--- src/rtl/note_seq_pkg.sv ---
// Shared types and constants for the note record/playback sequencer.
// A buffer entry packs {note[3:0], octave[1:0]}.
package note_seq_pkg;

   typedef enum logic [2:0] {
      IDLE,
      LOAD,
      NOTE,
      GAP,
      DONE
   } state_t;

   localparam logic [3:0] REST_THRESHOLD = 4'd12;
   localparam int         ENTRY_W        = 6;

   // Note codes 12..15 are rests: they take up time but stay silent.
   function automatic logic is_tone(input logic [3:0] note);
      return note < REST_THRESHOLD;
   endfunction

endpackage

--- src/rtl/note_sequencer_timer.sv ---
// Loadable down-counter; tc marks the last cycle of a loaded duration.
// A load takes priority over counting, and the counter parks at zero.
module seq_timer #(
   parameter int WIDTH = 4
) (
   input  logic             clk,
   input  logic             reset,
   input  logic             load,
   input  logic [WIDTH-1:0] load_value,
   output logic             tc
);

   logic [WIDTH-1:0] cnt_q;
   logic [WIDTH-1:0] cnt_d;

   always_comb begin
      cnt_d = cnt_q;
      if (load) begin
         cnt_d = load_value;
      end else if (cnt_q != '0) begin
         cnt_d = cnt_q - WIDTH'(1);
      end
   end

   always_ff @(posedge clk) begin
      if (reset) begin
         cnt_q <= '0;
      end else begin
         cnt_q <= cnt_d;
      end
   end

   assign tc = (cnt_q == WIDTH'(1));

endmodule

--- src/rtl/note_sequencer.sv ---
// Records keyboard note/octave events into a small buffer and replays them,
// holding each note for NOTE_CYCLES followed by a silent GAP_CYCLES.
module note_sequencer
   import note_seq_pkg::*;
#(
   parameter int DEPTH       = 16,
   parameter int NOTE_CYCLES = 12500000,
   parameter int GAP_CYCLES  = 1250000
) (
   input  logic                     clk,
   input  logic                     reset,
   input  logic                     rec_valid,
   input  logic [3:0]               rec_note,
   input  logic [1:0]               rec_octave,
   input  logic                     play_req,
   input  logic                     stop_req,
   input  logic                     clear_req,
   output logic [3:0]               note_out,
   output logic [1:0]               octave_out,
   output logic                     sound_en,
   output logic                     busy,
   output logic                     done,
   output logic [$clog2(DEPTH):0]   count,
   output logic                     full,
   output logic [$clog2(DEPTH)-1:0] play_index
);

   localparam int AW      = $clog2(DEPTH);
   localparam int MAX_CYC = (NOTE_CYCLES > GAP_CYCLES) ? NOTE_CYCLES : GAP_CYCLES;
   localparam int TW      = $clog2(MAX_CYC + 1);

   logic [ENTRY_W-1:0] mem_q [DEPTH];

   state_t         state_q, state_d;
   logic [AW:0]    count_q, count_d;
   logic [AW-1:0]  index_q, index_d;
   logic [3:0]     note_q, note_d;
   logic [1:0]     octave_q, octave_d;
   logic           sound_en_q, sound_en_d;
   logic           busy_q, busy_d;
   logic           done_q, done_d;

   logic           wr_en;
   logic           timer_load;
   logic [TW-1:0]  timer_value;
   logic           timer_tc;
   logic           full_w;

   assign full_w = (count_q == (AW + 1)'(DEPTH));

   seq_timer #(
      .WIDTH(TW)
   ) u_timer (
      .clk        (clk),
      .reset      (reset),
      .load       (timer_load),
      .load_value (timer_value),
      .tc         (timer_tc)
   );

   always_comb begin
      state_d     = state_q;
      count_d     = count_q;
      index_d     = index_q;
      note_d      = note_q;
      octave_d    = octave_q;
      wr_en       = 1'b0;
      timer_load  = 1'b0;
      timer_value = '0;

      case (state_q)
         IDLE: begin
            if (clear_req) begin
               count_d = '0;
            end else if (play_req) begin
               if (count_q != '0) begin
                  index_d = '0;
                  state_d = LOAD;
               end
            end else if (rec_valid && !full_w) begin
               wr_en   = 1'b1;
               count_d = count_q + (AW + 1)'(1);
            end
         end
         LOAD: begin
            {note_d, octave_d} = mem_q[index_q];
            timer_load         = 1'b1;
            timer_value        = TW'(NOTE_CYCLES);
            state_d            = NOTE;
         end
         NOTE: begin
            if (timer_tc) begin
               timer_load  = 1'b1;
               timer_value = TW'(GAP_CYCLES);
               state_d     = GAP;
            end
         end
         GAP: begin
            if (timer_tc) begin
               if ({1'b0, index_q} == count_q - (AW + 1)'(1)) begin
                  state_d = DONE;
               end else begin
                  index_d = index_q + AW'(1);
                  state_d = LOAD;
               end
            end
         end
         DONE: begin
            state_d = IDLE;
         end
         default: begin
            state_d = IDLE;
         end
      endcase

      // Abort wins over every in-flight transition; count and buffer survive.
      if (state_q != IDLE && stop_req) begin
         state_d = IDLE;
      end

      sound_en_d = (state_d == NOTE) && is_tone(note_d);
      busy_d     = (state_d != IDLE);
      done_d     = (state_d == DONE);
   end

   always_ff @(posedge clk) begin
      if (reset) begin
         state_q    <= IDLE;
         count_q    <= '0;
         index_q    <= '0;
         note_q     <= '0;
         octave_q   <= '0;
         sound_en_q <= 1'b0;
         busy_q     <= 1'b0;
         done_q     <= 1'b0;
      end else begin
         state_q    <= state_d;
         count_q    <= count_d;
         index_q    <= index_d;
         note_q     <= note_d;
         octave_q   <= octave_d;
         sound_en_q <= sound_en_d;
         busy_q     <= busy_d;
         done_q     <= done_d;
      end
   end

   // Buffer storage has no reset; count alone says which entries are valid.
   always_ff @(posedge clk) begin
      if (wr_en) begin
         mem_q[count_q[AW-1:0]] <= {rec_note, rec_octave};
      end
   end

   assign note_out   = note_q;
   assign octave_out = octave_q;
   assign sound_en   = sound_en_q;
   assign busy       = busy_q;
   assign done       = done_q;
   assign count      = count_q;
   assign full       = full_w;
   assign play_index = index_q;

endmodule

--- config.mk ---
export PLATFORM = sky130hd
export DESIGN_NAME = note_sequencer
export DESIGN_NICKNAME = d
export VERILOG_FILES = /design/src/rtl/note_seq_pkg.sv /design/src/rtl/note_sequencer_timer.sv /design/src/rtl/note_sequencer.sv
export SDC_FILE = /design/constraint.sdc
export NUM_CORES = 1
export LEC_CHECK = 0
export ABC_AREA = 1
export BUFFER_PORTS_ARGS = -buffer_cell sky130_fd_sc_hd__buf_2
export CORE_MARGIN = 5
export CORE_UTILIZATION = 45
export DETAILED_ROUTE_END_ITERATION = 12
export SETUP_SLACK_MARGIN = 0.15
export SLEW_MARGIN = 0
export SYNTH_ARGS = -nofsm -noshare
export SYNTH_HDL_FRONTEND = slang
export SYNTH_SLANG_ARGS = --single-unit
--- constraint.sdc ---
create_clock -name clk -period 2.53 [get_ports clk]
set_input_delay 0.3795 -clock clk [delete_from_list [all_inputs] [get_ports clk]]
set_output_delay 0.3795 -clock clk [all_outputs]
set_load 0.01 [all_outputs]
; Word level (Yosys, flattened, before mapping)
; Memory sizes are Yosys's and may differ from the RTL's. A register that Yosys moved wholly into a read port is not among the register bits.
; Index checks and enable logic that the tools add are counted.
; W data, S select, Z words.
[totals]
ff_bits = 45
ramBits = 96
input_bits = 12
out_inout_bits = 19
wordCells = 75
n_memories = 1
[op_classes]
add_sub_neg = 4
n_lt_le_gt_ge = 1
eq_ne = 14
n_mux = 32
reduce_logical = 14
[mem_list]
columns = name, words, width, rd, rd_clocked_by_memory_dff, write_ports, line_no
row1 = mem_q, 16, 6, 1, 1, 1, note_sequencer.sv:32  ; logic [ENTRY_W-1:0] mem_q [DEPTH];
[op_table]
columns = operator, count
row1 = $mux W24, 2
row2 = $pmux W24 S2, 1
row3 = $mux W4, 8
row4 = $eq A24 B1 Y1 const B, 1
row5 = $reduce_bool A24 Y1, 1
row6 = $sub A24 B1 Y24 const B, 1
row7 = $mux W21, 1
row8 = $mux W3, 7
row9 = $mux W5, 3
row10 = $pmux W3 S4, 1
row11 = $ne A2 B2 Y1 const B, 5
row12 = $eq A3 B2 Y1 const B, 3
row13 = $pmux W4 S2, 1
row14 = $mux W1, 7
row15 = $reduce_and A6 Y1, 1
row16 = $reduce_bool A2 Y1, 3
row17 = $reduce_bool A3 Y1, 2
row18 = $add A5 B1 Y5 const B, 1
row19 = $eq A4 B5 Y1, 1
row20 = $eq A5 B5 Y1 const B, 1
row21 = $reduce_bool A5 Y1, 1
row22 = $sub A5 B1 Y5 const B, 1
row23 = $add A4 B1 Y4 const B, 1
row24 = $lt A4 B4 Y1 const B, 1
row25 = other kinds (8), 10

; Longest topological paths before layout
[logic_depth]
depth_word = 9
depth_mapped = 15
ltp_nobuf = 15

; Modules after synthesis
; Synthesis repeated with hierarchy kept, for this count alone.
[hier_totals]
cells_unflattened = 784
hier_area_um2 = 6939.2
[by_module_without_submodules]
columns = mod, n_inst, cells_each, area_each_um2, seq_area_each_um2
row1 = note_sequencer, 1, 492, 5138.7, 3383.2
row2 = seq_timer, 1, 292, 1800.5, 480.5

; Worst setup path before layout
; No wires, ideal clock.
[synth_path]
path_type = register to register
from = reg count_q[0] (netlist: count[0])
to = mem mem_q[0][0], enable pin
setup_time_ns = 0.350
arrival_ns = 1.729
t_required_ns = 2.180
slack_ns = 0.451
path_stages_with_launch = 8
path_buffers = 0
synth_period_minus_slack_ns = 2.079
path_cell_list = dfxtp_1 -> inv_1 -> ha_1 -> nand3_1 -> nand3_1 -> nor2_1 -> nand2_1 -> nor2_1
[synth_via]
elab_chain_len = 9
[synth_rtl]
columns = item, line_no
row1 = start: declaration, note_sequencer.sv:35  ; logic [AW:0] count_q, count_d;
row2 = start signal: assignment, note_sequencer.sv:138  ; count_q <= count_d;
row3 = $eq A5 B5 Y1, note_sequencer.sv:49  ; assign full_w = (count_q == (AW + 1)'(DEPTH));
row4 = $logic_not A1 Y1, note_sequencer.sv:80  ; end else if (rec_valid && !full_w) begin
row5 = $logic_and A1 B1 Y1, note_sequencer.sv:80
row6 = $mux W1, note_sequencer.sv:80
row7 = $mux W1, note_sequencer.sv:75  ; end else if (play_req) begin
row8 = $mux W1, note_sequencer.sv:73  ; if (clear_req) begin
row9 = $mux W1, note_sequencer.sv:71  ; case (state_q)
row10 = $mux W1, note_sequencer.sv:150  ; if (wr_en) begin
row11 = $mux W1 (implied by the code), note_sequencer.sv:151  ; mem_q[count_q[AW-1:0]] <= {rec_note, rec_octave};
row12 = end: declaration, note_sequencer.sv:32
; Several ways; a longest one is shown, not always the timed one.

; Worst setup path after layout
[layout_path]
from = reg count_q[0] (netlist: count[0])
to = mem mem_q[10][2], enable pin
; The elaborated chain is that of the path after synthesis.

==> flow_summary_export.csv <==
group,metric,value,unit
run_status,status,"finished, final reports clean",
worst_setup_path,path_depth,8,
logic_synthesis,syn_nets,705,
cells_and_area,multi_input_area,0.002347,mm2
detailed_routing,drtIter0Drc,428,
cells_and_area,nFillCells,1281,
timing,rsz0062_at_grt,"true",
detailed_routing,drc,0,
cts,clockBufferDepth,2,
global_routing,grt_pass1_wl,25030,um
cells_and_area,final_common_cell,"nor2_1",
cts,clkLatencyLatePin,0.42,ns
worst_setup_path,crit_type,"flop to flop",
floorplan,die-width,130.3,um
power,leakage,2.899,nW
timing,relSlewSlack,0.5082,
hold_path,hold_class,"primary input to flop",
worst_setup_path,crit_family,"simple AND/OR/NAND/NOR gates",
cts,root_buffer,"clkbuf_16",
floorplan,core,0.01437,mm2
cts,cts_sinks,145,
timing,max_freq,434.2,MHz
placed_design,dp_hpwl,10880,um
cells_and_area,post-route-util,0.5226,
cells_and_area,layout_common_cells,"nor2_1, nand2_1, edfxtp_1, nand3_1, dfxtp_1",
timing,finalCriticalPeriod,2.303,ns
cells_and_area,fin_nets,755,
worst_setup_path,crit_path_end_kind,"flop",
logic_synthesis,synth_edf_count,96,
floorplan,dieArea,0.01698,mm2
timing,slew_violations,0,
logic_synthesis,yosysTopAreaCellShare,0.4427,
timing,setup_viol_count_final,0,
cts,postCtsHoldBufs,0,
detailed_routing,drt_wl_total,15820,um
timing,setup_tns,0,ns
floorplan,die-height,130.3,um
worst_setup_path,startpoint,"count[0]",
worst_setup_path,r2r_end,"mem_q[10][2]",
global_routing,antenna_found_initial,0,
power,combPwrFrac,0.275,
logic_synthesis,synth_seq_area_share,0.5934,
cells_and_area,antenna_cells,0,
worst_setup_path,r2r_cells,8,
power,swShare,0.3386,
timing,hold_viol_final,0,
detailed_routing,first_pass_iters,5,
cts,cts_tree,"yes",
power,p_clk_frac,0.325,
global_routing,grt_usage,0.1954,
logic_synthesis,syn_inst,685,
floorplan,fp-row-count,44,
cts,cts_resized,0,
global_routing,grt_pass1_vias,4805,
worst_setup_path,worstPathMaxFanout,8,
detailed_routing,ant_nets,0,
cts,post_cts_buffers,0,
worst_setup_path,cpMaxStageDelayCell,"dfxtp_1",
timing,whs,0.3238,ns
floorplan,initial_utilization,0.4532,
global_routing,gr-total-overflow,0,
cells_and_area,seqCellArea,0.003864,mm2
logic_synthesis,syn-cell-area,0.006511,mm2
logic_synthesis,yosysTopAreaCell,"edfxtp_1",
timing,fin_crit_sh,0.9104,
worst_setup_path,worstPathRequired,2.59,ns
placed_design,gp_congestion,0.8949,
logic_synthesis,synth_cell_types,37,
placed_design,port_buffers,30,
detailed_routing,via_per_inst,5.348,
logic_synthesis,synth_area_leaders,"edfxtp_1, dfxtp_1, nor2_1",
logic_synthesis,synth.ff_latch_count,145,
worst_setup_path,startpoint_type,"flop",
cts,clkTransAtPathRegs,0.06,ns
cts,cts_buffers,17,
timing,finClkSkew,0.007346,ns
timing,tightestPinTransition,0.7366,ns
worst_setup_path,r2r_slack,0.23,ns
worst_setup_path,worst_path_largest_cell_delay,0.47,ns
power,p_switching,2.458,mW
worst_setup_path,r2r_start,"count[0]",
floorplan,io_pins,31,
cells_and_area,layout-drive-gt1-share,0.1604,
logic_synthesis,synth_async_sr_flop_share,0,
logic_synthesis,synth_warnings,0,
power,power_per_cell_area,966.7,mW/mm2
power,vdd_ir_drop_max,0.0005008,V
logic_synthesis,synth.avg_cell_area,9.505,um2
logic_synthesis,synthFlopType,"edfxtp_1",
global_routing,grt_start_max_net_pins,49,
cells_and_area,area_growth,15.33,%
hold_path,min_from,"stop_req",
worst_setup_path,path_cells,"inv_1 -> ha_1 -> nand3_1 -> nand3_1 -> nor2_1 -> buf_4 -> nand2_1 -> nor2_1",
worst_setup_path,cp-endpoint,"mem_q[10][2]",
worst_setup_path,worstPathArrival,2.36,ns
cts,cts_max_level,4,
worst_setup_path,path_buf_inv,2,
detailed_routing,post_drt_wl_per_cell,16.98,um
power,p_seq_frac,0.400,
job,cap_violations,0,
power,power.internal,4.802,mW
detailed_routing,vias,4984,
## worst register-to-register path: stages (launching register included)
cell	delay, ns
dfxtp_1	0.47
inv_1	0.17
ha_1	0.26
nand3_1	0.11
nand3_1	0.11
nor2_1	0.11
buf_4	0.14
nand2_1	0.15
nor2_1	0.42
## metal layers
layer  global-route usage  part of all wire  vias up
li1                     -                 -     2413
met1               0.2542              0.43     2352
met2               0.3226              0.48      184
met3              0.03111             0.058       35
met4              0.08802             0.026        0
met5                    0                 0        -
## cell families (layout without fill, tap and decap cells)
| logic type | Yosys count | in the layout | synth area share |
|---|---|---|---|
| compound gates | 90 | 90 | 0.07898 |
| fa+ha+maj | 8 | 8 | 0.01537 |
| buf+inv | 71 | 134 | 0.04612 |
| flops | 145 | 145 | 0.5934 |
| simple gates | 351 | 351 | 0.2392 |
| xor+xnor | 20 | 20 | 0.02690 |
## power by group through the flow
stage	clock network (mW)	registers (mW)	logic (mW)
after detailed placement	0	2.94	1.98
after CTS	2.38	2.90	1.99
after floorplan	0	2.90	1.60
final	2.36	2.91	2.00
after global routing	2.50	2.92	2.25
after global placement	0	2.95	1.94
## stage by stage
step / total power, mW / setup WS (ns) / area, um2 / std cells
CTS: 7.273 / 0.2467 / 7510 / 932
finish: 7.260 / 0.2267 / 7510 / 932
detailed placement: 4.924 / 0.2690 / 6945 / 900
floorplan: 4.504 / 0.4515 / 6511 / 685
global placement: 4.881 / 0.4041 / 6945 / 900
global route: 7.674 / 0.04478 / 7510 / 932
## flip-flops by register name (all words and copies together) (netlist names), named ones only
name	count
done	1
busy	1
count	5
sound_en	1
mem_q	96
u_timer.cnt_q	24
octave_out	2
note_out	4
play_index	4
state_q	3
## layout make-up
type | instances | area share
inverter | 50 | 0.02516
multi-input combinational | 469 | 0.3126
sequential | 145 | 0.5145
timing repair buffer | 52 | 0.04199
clock inverter | 14 | 0.01799
tap | 184 | 0.03066
clock buffer | 18 | 0.05715
## how the worst min path moves through the flow
stage                         to  slack (ns)  cells after the start
2_1_floorplan  u_timer.cnt_q[23]        0.45                      1
3_3_place_gp    u_timer.cnt_q[1]        0.48                      2
6_report              state_q[0]        0.32                      4
3_5_place_dp    u_timer.cnt_q[1]        0.49                      2
5_1_grt               state_q[1]        0.35                      4
4_1_cts               state_q[0]        0.30                      4
## synthesized netlist by cell type (7+ instances only)
master    instances
a21oi_1          26
clkbuf_1         11
dfxtp_1          49
edfxtp_1         96
ha_1              8
inv_1            41
inv_2             8
nand2_1         119
nand3_1          62
nor2_1          129
nor2_2           10
o211ai_1         20
o21ai_0          31
o21ai_1           7
xnor2_1           8
xor2_1           12
(Power assumes the default switching activity.)
